===== config.mk =====
export PLATFORM = sky130hd
export DESIGN_NAME = llc_pwm_gen_flat
export DESIGN_NICKNAME = d
export VERILOG_FILES = /design/src/rtl/llc_pkg.sv /design/src/rtl/llc_pwm_gen_if.sv /design/src/rtl/llc_period_shadow.sv /design/src/rtl/llc_pwm_gen.sv /design/src/flat_wrapper.sv
export SDC_FILE = /design/constraint.sdc
export NUM_CORES = 1
export LEC_CHECK = 0
export BUFFER_PORTS_ARGS = -buffer_cell sky130_fd_sc_hd__buf_2
export CORE_AREA = 2 2 85 87
export CTS_BUF_LIST = sky130_fd_sc_hd__clkbuf_16
export CTS_CLUSTER_DIAMETER = 30
export DETAILED_ROUTE_END_ITERATION = 12
export DIE_AREA = 0 0 87 89
export GPL_ROUTABILITY_DRIVEN = 1
export PLACE_DENSITY = 0.7
export REMOVE_ABC_BUFFERS = 1
export SLEW_MARGIN = 15
export SYNTH_ARGS = -nofsm -noshare
export SYNTH_HDL_FRONTEND = slang
export SYNTH_SLANG_ARGS = --single-unit

===== constraint.sdc =====
create_clock -name clk_50mhz -period 5.96 [get_ports clk_50mhz]
set_input_delay 0.596 -clock clk_50mhz [delete_from_list [all_inputs] [get_ports clk_50mhz]]
set_output_delay 0.596 -clock clk_50mhz [all_outputs]
set_load 0.02 [all_outputs]

===== src/rtl/llc_pkg.sv =====
// Shared constants, state encoding and clamp helper for the LLC PWM generator.
// Optional soft-start ramp is enabled with LLC_PWM_SOFT_START_EN.
package llc_pkg;

  localparam logic [11:0] CNT_MIN     = 12'd416;
  localparam logic [11:0] CNT_MAX     = 12'd625;
  localparam logic [11:0] DEFAULT_CNT = 12'd520;
  localparam logic [11:0] SS_STEP     = 12'd16;
  localparam logic [7:0]  DEAD_CNT    = 8'd25;

  typedef enum logic [1:0] {
    ST_IDLE,
    ST_RUN,
    ST_DRAIN,
    ST_FAULT
  } llc_state_e;

  function automatic logic [11:0] clamp_cnt(
    input logic [11:0] c
  );
    if (c < CNT_MIN)
      return CNT_MIN;
    else if (c > CNT_MAX)
      return CNT_MAX;
    else
      return c;
  endfunction

endpackage


===== src/rtl/llc_pwm_gen_if.sv =====
// Control/status bundle between the voltage loop and the LLC gate-drive block.
// master = loop/controller side, slave = llc_pwm_gen.
interface llc_pwm_gen_if;

  logic        en;
  logic        fault;
  logic [11:0] freq_cnt;
  logic        pwm_h;
  logic        pwm_l;
  logic        period_start;
  logic [11:0] period_cur;
  logic        fault_flag;

  modport master (
    output en,
    output fault,
    output freq_cnt,
    input  pwm_h,
    input  pwm_l,
    input  period_start,
    input  period_cur,
    input  fault_flag
  );

  modport slave (
    input  en,
    input  fault,
    input  freq_cnt,
    output pwm_h,
    output pwm_l,
    output period_start,
    output period_cur,
    output fault_flag
  );

endinterface


===== src/rtl/llc_period_shadow.sv =====
// Period shadow register: clamps the command and loads it on start/wrap strobes.
// With LLC_PWM_SOFT_START_EN the first periods ramp down from CNT_MAX.
module llc_period_shadow
  import llc_pkg::*;
(
  input  logic        clk_50mhz,
  input  logic        rstn,
  input  logic        start,
  input  logic        wrap,
  input  logic [11:0] freq_cnt,
  output logic [11:0] p_nxt,
  output logic [11:0] p_cur
);

  logic [11:0] cmd;
  logic [11:0] p_q;
  logic [11:0] p_d;

  assign cmd   = clamp_cnt(freq_cnt);
  assign p_nxt = p_d;
  assign p_cur = p_q;

`ifdef LLC_PWM_SOFT_START_EN
  logic        ramp_q;
  logic        ramp_d;
  logic [11:0] step;

  assign step = p_q - SS_STEP;

  // Ramp only ever lowers P; a command at or above the next step ends it.
  always_comb begin
    p_d    = p_q;
    ramp_d = ramp_q;
    if (start) begin
      p_d    = CNT_MAX;
      ramp_d = (cmd < CNT_MAX);
    end else if (wrap) begin
      if (!ramp_q || step <= cmd) begin
        p_d    = cmd;
        ramp_d = 1'b0;
      end else begin
        p_d    = step;
      end
    end
  end

  always_ff @(posedge clk_50mhz or negedge rstn) begin
    if (!rstn)
      ramp_q <= 1'b0;
    else
      ramp_q <= ramp_d;
  end
`else
  always_comb begin
    p_d = p_q;
    if (start || wrap)
      p_d = cmd;
  end
`endif

  always_ff @(posedge clk_50mhz or negedge rstn) begin
    if (!rstn)
      p_q <= DEFAULT_CNT;
    else
      p_q <= p_d;
  end

endmodule


===== src/rtl/llc_pwm_gen.sv =====
// Complementary half-bridge PWM with dead time, period strobe and fault latch.
// Soft-start ramp selectable with LLC_PWM_SOFT_START_EN.
module llc_pwm_gen
  import llc_pkg::*;
(
  input  logic          clk_50mhz,
  input  logic          rstn,
  llc_pwm_gen_if.slave  bus
);

  llc_state_e  state_q;
  llc_state_e  state_d;
  logic [11:0] cnt_q;
  logic [11:0] cnt_d;
  logic        start;
  logic        wrap;
  logic        last;
  logic [11:0] p_nxt;
  logic [11:0] p_cur;

  logic        act_d;
  logic [11:0] dead;
  logic [11:0] half;
  logic        h_d;
  logic        l_d;
  logic        ps_d;
  logic        flag_d;

  logic        h_q;
  logic        l_q;
  logic        ps_q;
  logic        flag_q;

  llc_period_shadow u_shadow (
    .clk_50mhz (clk_50mhz),
    .rstn      (rstn),
    .start     (start),
    .wrap      (wrap),
    .freq_cnt  (bus.freq_cnt),
    .p_nxt     (p_nxt),
    .p_cur     (p_cur)
  );

  assign last = (cnt_q == p_cur - 12'd1);

  always_comb begin
    state_d = state_q;
    cnt_d   = cnt_q;
    start   = 1'b0;
    wrap    = 1'b0;
    unique case (state_q)
      ST_IDLE: begin
        cnt_d = 12'd0;
        if (bus.fault) begin
          state_d = ST_FAULT;
        end else if (bus.en && !flag_q) begin
          state_d = ST_RUN;
          start   = 1'b1;
        end
      end
      ST_RUN, ST_DRAIN: begin
        if (bus.fault) begin
          state_d = ST_FAULT;
          cnt_d   = 12'd0;
        end else if (last) begin
          cnt_d = 12'd0;
          if (bus.en) begin
            state_d = ST_RUN;
            wrap    = 1'b1;
          end else begin
            state_d = ST_IDLE;
          end
        end else begin
          cnt_d   = cnt_q + 12'd1;
          state_d = bus.en ? ST_RUN : ST_DRAIN;
        end
      end
      ST_FAULT: begin
        cnt_d = 12'd0;
        if (!bus.en && !bus.fault)
          state_d = ST_IDLE;
      end
      default: begin
        state_d = ST_FAULT;
        cnt_d   = 12'd0;
      end
    endcase
  end

  // Outputs are decoded from next-state values so they line up with cnt_q.
  assign act_d  = (state_d == ST_RUN) || (state_d == ST_DRAIN);
  assign dead   = {4'd0, DEAD_CNT};
  assign half   = p_nxt >> 1;
  assign h_d    = act_d && (cnt_d >= dead) && (cnt_d < half);
  assign l_d    = act_d && (cnt_d >= half + dead) && (cnt_d < p_nxt);
  assign ps_d   = (state_d == ST_RUN) && (cnt_d == 12'd0);
  assign flag_d = (state_d == ST_FAULT);

  always_ff @(posedge clk_50mhz or negedge rstn) begin
    if (!rstn) begin
      state_q <= ST_IDLE;
      cnt_q   <= 12'd0;
      h_q     <= 1'b0;
      l_q     <= 1'b0;
      ps_q    <= 1'b0;
      flag_q  <= 1'b0;
    end else begin
      state_q <= state_d;
      cnt_q   <= cnt_d;
      h_q     <= h_d;
      l_q     <= l_d;
      ps_q    <= ps_d;
      flag_q  <= flag_d;
    end
  end

  assign bus.pwm_h        = h_q;
  assign bus.pwm_l        = l_q;
  assign bus.period_start = ps_q;
  assign bus.period_cur   = p_cur;
  assign bus.fault_flag   = flag_q;

endmodule


===== src/flat_wrapper.sv =====
// flat-port wrapper written by rule: the top's interface ports become plain ports
module llc_pwm_gen_flat import llc_pkg::*;
  (clk_50mhz, rstn, bus_en, bus_fault, bus_freq_cnt, bus_pwm_h, bus_pwm_l, bus_period_start, bus_period_cur, bus_fault_flag);
  llc_pwm_gen_if bus_i ();
  input  logic clk_50mhz;
  input  logic rstn;
  input wire logic [$bits(bus_i.en)-1:0] bus_en;
  input wire logic [$bits(bus_i.fault)-1:0] bus_fault;
  input wire logic [$bits(bus_i.freq_cnt)-1:0] bus_freq_cnt;
  output wire logic [$bits(bus_i.pwm_h)-1:0] bus_pwm_h;
  output wire logic [$bits(bus_i.pwm_l)-1:0] bus_pwm_l;
  output wire logic [$bits(bus_i.period_start)-1:0] bus_period_start;
  output wire logic [$bits(bus_i.period_cur)-1:0] bus_period_cur;
  output wire logic [$bits(bus_i.fault_flag)-1:0] bus_fault_flag;
  assign bus_i.en = bus_en;
  assign bus_i.fault = bus_fault;
  assign bus_i.freq_cnt = bus_freq_cnt;
  assign bus_pwm_h = bus_i.pwm_h;
  assign bus_pwm_l = bus_i.pwm_l;
  assign bus_period_start = bus_i.period_start;
  assign bus_period_cur = bus_i.period_cur;
  assign bus_fault_flag = bus_i.fault_flag;
  llc_pwm_gen u_core (.clk_50mhz(clk_50mhz), .rstn(rstn), .bus(bus_i));
endmodule

; Word level (Yosys, flattened, before mapping)
; Index checks and enable logic that the tools add are counted.
[classes]
add_sub_neg = 3
n_lt_le_gt_ge = 6
eq_ne = 7
mux = 21
n_reduce_logical = 16
[ops]
columns = operator, count
row1 = 2-to-1 mux 12 bit, 5
row2 = case mux 12 bit (2 select lines), 1
row3 = adder 11 x 5 -> 12 bit (second input constant), 1
row4 = adder 12 x 1 -> 12 bit (second input constant), 1
row5 = == test 12 bit, 1
row6 = greater-or-equal comparator 12 bit, 1
row7 = greater-or-equal comparator 12 x 5 -> 1 bit (second input constant), 1
row8 = greater-than comparator 12 x 10 -> 1 bit (second input constant), 1
row9 = zero test 12 bit, 1
row10 = less-than comparator 12 x 11 -> 1 bit, 1
row11 = less-than comparator 12 bit, 1
row12 = less-than comparator 12 x 9 -> 1 bit (second input constant), 1
row13 = 2-to-1 mux 2 bit, 6
row14 = subtractor 12 x 1 -> 12 bit (second input constant), 1
row15 = == test 2 bit (second input constant), 4
row16 = 2-to-1 mux 1 bit, 8
row17 = logical AND 1 bit, 7
row18 = case mux 2 bit (3 select lines), 1
row19 = == test 2 x 1 -> 1 bit (second input constant), 2
row20 = OR reduction 2 bit, 2
row21 = zero test 1 bit, 3
row22 = zero test 2 bit, 1
row23 = logical OR 1 bit, 2
[word_totals]
regBits = 30
inputBits = 16
out_inout_bits = 16
wordCells = 60

; Longest topological paths before layout
[logic_depth]
word_depth = 11
ltp_mapped = 26
mapped_depth_nobuf = 24

; Hierarchy
; From an unflattened synthesis, not the netlist that was laid out.
[hier_totals]
hier_cells = 320
area_unflattened_um2 = 2770.2
[by_module_without_submodules]
columns = module, instances, cells_each, area_each_um2, seq_area_each_um2
row1 = llc_pwm_gen, 1, 268, 2227.1, 450.4
row2 = llc_period_shadow, 1, 52, 543.0, 302.8

; Least setup slack after synthesis
; No wires, ideal clock.
[synth_timing]
kind = register to register
startpoint = register u_core.u_shadow.p_q[4] (netlist: u_core.u_shadow.p_cur[4])
endpoint = register u_core.l_q (netlist: u_core.bus.pwm_l)
setup_ns = 0.124
t_arrival_ns = 4.556
required_time_ns = 5.836
path_slack_ns = 1.280
path_stages_with_launch = 26
path_buffers = 3
synth_period_minus_slack_ns = 4.680
path_cell_list = dfrtp_1 -> buf_4 -> or4_4 -> nor3_1 -> xnor2_1 -> nand4_1 -> a2111oi_4 -> a31o_1 -> buf_6 -> buf_2 -> nor2_1 -> a21oi_1 -> inv_1 -> ha_1 -> nand3_1 -> mux2_4 -> nand2_1 -> xnor2_1 -> ha_1 -> o21ai_0 -> a21oi_1 -> o211ai_1 -> a21oi_1 -> a211o_1 -> a31oi_1 -> nor3_1
[synth_between]
elab_chain_len = 11
elab_cells_between_ends = 21
classes_between = add/sub: 2 / order compare: 2 / eq/ne: 3 / mux: 10 / reduce/logical: 4
[synth_rtl]
columns = element, line_no
row1 = start: declaration, llc_period_shadow.sv:16  ; logic [11:0] p_q;
row2 = start signal: assignment, llc_period_shadow.sv:65  ; p_q <= p_d;
row3 = subtractor 12 x 1 -> 12 bit *, llc_pwm_gen.sv:44  ; assign last = (cnt_q == p_cur - 12'd1);
row4 = == test 12 bit *, llc_pwm_gen.sv:44
row5 = 2-to-1 mux 1 bit *, llc_pwm_gen.sv:65  ; end else if (last) begin
row6 = 2-to-1 mux 1 bit *, llc_pwm_gen.sv:62  ; if (bus.fault) begin
row7 = 2-to-1 mux 1 bit *, llc_pwm_gen.sv:51  ; unique case (state_q)
row8 = logical OR 1 bit *, llc_period_shadow.sv:56  ; if (start || wrap)
row9 = 2-to-1 mux 12 bit *, llc_period_shadow.sv:56
row10 = net u_core.p_nxt[2], llc_pwm_gen.sv:18  ; logic [11:0] p_nxt;
row11 = adder 11 x 5 -> 12 bit, llc_pwm_gen.sv:95  ; assign l_d = act_d && (cnt_d >= half + dead) && (cnt_d < p_nxt);
row12 = greater-or-equal comparator 12 bit, llc_pwm_gen.sv:95
row13 = logical AND 1 bit, llc_pwm_gen.sv:95
row14 = logical AND 1 bit *, llc_pwm_gen.sv:95
row15 = net u_core.l_d, llc_pwm_gen.sv:25  ; logic l_d;
row16 = end signal: assignment, llc_pwm_gen.sv:111  ; l_q <= l_d;
row17 = end: declaration, llc_pwm_gen.sv:30  ; logic l_q;
; Mark *: on every way through the listed nets, which the timed path passes. The rest lies on a longest branch.

; Worst setup path in the final report
[layout_timing]
startpoint = register u_core.u_shadow.p_q[1] (netlist: u_core.u_shadow.p_cur[1])
endpoint = register u_core.l_q (netlist: u_core.bus.pwm_l)
; Same word-level chain as after synthesis.

==> impl_metrics.py <==
metrics = {
    "power": {
        "power.share.switching_pct": 44.6,
        "total_switching_power_w": 0.000537,
        "clkPwrFrac_pct": 19.8,
        "power.density_nw_per_um2": 358,
        "power.leakage_nw": 1.51,
        "internal_power_w": 0.000668,
        "sequentialPowerShare_pct": 27.5,
        "vdd_ir_max_uv": 142,
        "comb_power_share_pct": 52.7,
    },
    "route": {
        "wirelength_per_cell_um": 16.2,
        "vias": 2662,
        "drc_viols": 0,
        "drt_iter0_drc": 119,
        "drt_pass1_iterations": 6,
        "route.antenna.remaining_nets": 0,
        "routed_wirelength_um": 7290,
        "drt-vias-per-instance": 5.92,
    },
    "die": {
        "die_w_um": 87,
        "core_region_area_um2": 6720,
        "die_area_um2": 7740,
        "die_height_um": 89,
        "ioPinCount": 32,
        "effective_utilization_at_floorplan_pct": 45.4,
        "total_number_of_placement_rows": 30,
    },
    "sta": {
        "maxSlewViolCount": 0,
        "worst_pin_slew_ns": 0.691,
        "final_hold_viol_count": 0,
        "final.setup.tns_ns": 0,
        "rsz_0062_raised_after_global_routing": "false",
        "final.setup.worst_slack_ns": 0.896,
        "min_period_over_period_pct": 85.0,
        "relative_slew_margins_pct": 53.9,
        "fin_skew_ns": 0.00436,
        "max_freq_ghz": 0.197,
        "setup_viol": 0,
        "fin_crit_ns": 5.06,
    },
    "cells_and_area": {
        "final.fill_count": 633,
        "area_growth_syn_to_layout_pct": 10.2,
        "final_cell_area_um2": 3370,
        "fin_util_pct": 50.1,
        "final_cells": 450,
        "num_antenna_cells": 0,
        "drive_gt1_share_pct": 15.1,
        "fin_nets": 427,
    },
    "clock_network": {
        "ctsResizeCount": 0,
        "cts_max_level": 2,
        "tritoncts": "yes",
        "clock_tree.root_cell": "clkbuf_16",
        "clkLatencyLatePin_ns": 0.27,
        "postCtsSetupRepairBufs": 0,
        "cts.clk_slew.worst_paths_ns": 0.05,
        "clock_sink_count": 30,
        "number_of_buffers_added_by_the_clock_tree_synthesis_step": 5,
        "post_cts_hold_buffer_count": 0,
        "clock_tree.buffer_depth": 2,
    },
    "setup_path": {
        "ff2ff_setup_slack_ns": 0.90,
        "kind_of_critical_path": "reg2reg",
        "timing.critical_path.mode_cell": "a21oi_1",
        "worstReg2RegStart": "u_core.u_shadow.p_cur[1]",
        "start_kind": "register",
        "cp_num_cells": 22,
        "timing.critical_path.to": "u_core.bus.pwm_l",
        "cp_cell_sequence": "nor3_1 -> nand3_1 -> or3_1 -> xnor2_1 -> a2111oi_4 -> a31o_1 -> nor2_1 -> a21oi_1 -> inv_1 -> ha_1 -> nand3_1 -> mux2_4 -> nand2_1 -> xnor2_1 -> ha_1 -> o21ai_0 -> a21oi_1 -> o211ai_1 -> a21oi_1 -> a211o_1 -> a31oi_1 -> nor3_1",
        "r2r_end": "u_core.bus.pwm_l",
        "cp_slowest_cell": "a31o_1",
        "cell_class_contributing_the_biggest_share_of_worst_path_delay": "compound AO/OA/AOI/OAI gates",
        "worstSetupEndpointType": "register",
        "crit_arrival_ns": 5.22,
        "r2r_cells": 22,
        "worst_setup_path_startpoint": "u_core.u_shadow.p_cur[1]",
        "crit_fanout": 15,
        "worst-endpoint-required_ns": 6.11,
        "critical_path.n_buffers_inverters": 1,
        "critPathMaxStageDelay_ns": 0.65,
    },
    "synth": {
        "dominantRegCellSynth": "dfrtp_1",
        "syn-cell-area_um2": 3050,
        "synth-xor-area-share_pct": 10.2,
        "synth_simple_gate_area_share_pct": 20.0,
        "synth_top_area_share_pct": 23.0,
        "synth.area.top_cells": "dfrtp_1, ha_1, xnor2_1, nor2_1, xor2_1",
        "async_flop_share_pct": 100,
        "synthTopCellsByCount": "ha_1, dfrtp_1, nor2_1, inv_1, xnor2_1",
        "synth.most_common_cell": "ha_1",
        "synth-seq-cells": 30,
        "synth_cells": 347,
        "yosys_warnings": 0,
        "synth_seq_area_share_pct": 24.7,
        "netlist.top_cell.by_area": "dfrtp_1",
        "syn-mean-instance-area_um2": 8.80,
        "synth_top_family_by_area": "simple AND/OR/NAND/NOR gates",
        "synthMuxAreaShare_pct": 4.43,
        "synth_adder_area_share_pct": 17.5,
        "number_of_synthesized_flops_with_an_enable_pin": 0,
        "post_synthesis_compound_gate_area_fraction_pct": 17.3,
        "yosysUniqueCellTypes": 59,
    },
    "global_routing": {
        "first_global_vias": 2530,
        "number_of_antenna_violations_at_the_first_check_in_global_routing": 0,
        "grtUsageTotal_pct": 20.0,
        "pin_count_of_the_biggest_net_entering_global_routing": 31,
        "grt.overflow.total": 0,
        "first_pass_grt_wire_length_um": 12000,
    },
    "place": {
        "place_worst_setup_slack_ns": 0.893,
        "total_half_perimeter_wirelength_after_legalization_and_detailed_placement_um": 5890,
        "dp.cells": 442,
        "portbufs": 31,
        "place_area_um2": 3220,
        "gp_congestion": 0.823,
    },
    "worst_hold_path": {
        "worstHoldPathType": "in2async",
    },
    "flow_run": {
        "cap_viol_max_count": 0,
    },
    "run_status": {
        "outcome": "complete, no violations",
    },
}
-- worst min path at each step --
stage / start / endpoint / slack (ns) / cells past startpoint
global route: rstn / u_core.u_shadow.p_cur[1] / 0.43 / 1
detailed placement: u_core.state_q[0] / u_core.state_q[0] / 0.64 / 1
global placement: u_core.state_q[0] / u_core.state_q[0] / 0.63 / 1
floorplan: rstn / u_core.bus.fault_flag / 0.30 / 0
CTS: rstn / u_core.bus.pwm_l / 0.40 / 1
finish: rstn / u_core.u_shadow.p_cur[6] / 0.36 / 1
-- flip-flops by register name, summed over array words and instances (netlist names) --
register	count
u_core.bus.pwm_h	1
u_core.state_q	2
u_core.bus.fault_flag	1
u_core.bus.period_start	1
u_core.u_shadow.p_cur	12
u_core.cnt_q	12
u_core.bus.pwm_l	1
-- cell type report --
class	instances	area (um^2)	area share [%]
Multi-Input combinational cell	277	2120	63.0
Sequential cell	30	753	22.4
Clock buffer	5	125	3.72
Clock inverter	3	16.3	0.483
Tap cell	80	100	2.97
Inverter	23	86.3	2.57
Timing Repair Buffer	32	163	4.83
-- logic make-up after synthesis --
| family | count (synthesis) |
|---|---|
| AND/OR/NAND/NOR | 116 |
| multiplexers | 12 |
| buffers and inverters | 40 |
| flip-flops | 30 |
| AO/OA/AOI/OAI | 72 |
| adder cells (fa/ha/maj) | 43 |
| XOR/XNOR | 34 |
-- metal layers --
layer / vias to the layer above / GRT usage [%] / share of wire (%)
met5: - / 0 / 0
met4: 0 / 8.24 / 2.8
met3: 16 / 2.31 / 3.7
met2: 79 / 35.7 / 50
met1: 1275 / 24.4 / 44
li1: 1292 / - / -
-- layout by cell type, fill, tap and decap left out, drive strengths merged, types with 4 or more instances in the layout --
cell type,instances
o211ai,4
nand3,10
xor2,11
nand2b,8
nand4,10
ha,42
a31oi,9
nor2,27
dfrtp,28
nand2,19
xnor2,22
mux2i,9
nor2b,10
o21a,8
nand3b,4
nor3,11
o21ai,15
inv,23
o22ai,5
clkbuf,5
a21o,5
a21oi,7
buf,32
-- through the flow --
stage          total power, W  hold WS (ns)
6_report              0.00121         0.361
5_1_grt               0.00130         0.431
4_1_cts               0.00121         0.395
3_5_place_dp         0.000968         0.639
3_3_place_gp         0.000955         0.625
2_1_floorplan        0.000786         0.300
-- power groups by stage --
stage | Combinational [W] | Sequential (W) | Clock (W)
finish | 0.000635 | 0.000331 | 0.000239
global route | 0.000714 | 0.000337 | 0.000253
CTS | 0.000641 | 0.000330 | 0.000242
detailed placement | 0.000636 | 0.000333 | 0
global placement | 0.000623 | 0.000331 | 0
floorplan | 0.000438 | 0.000348 | 0
No activity file was read; power rests on OpenSTA's default activity.
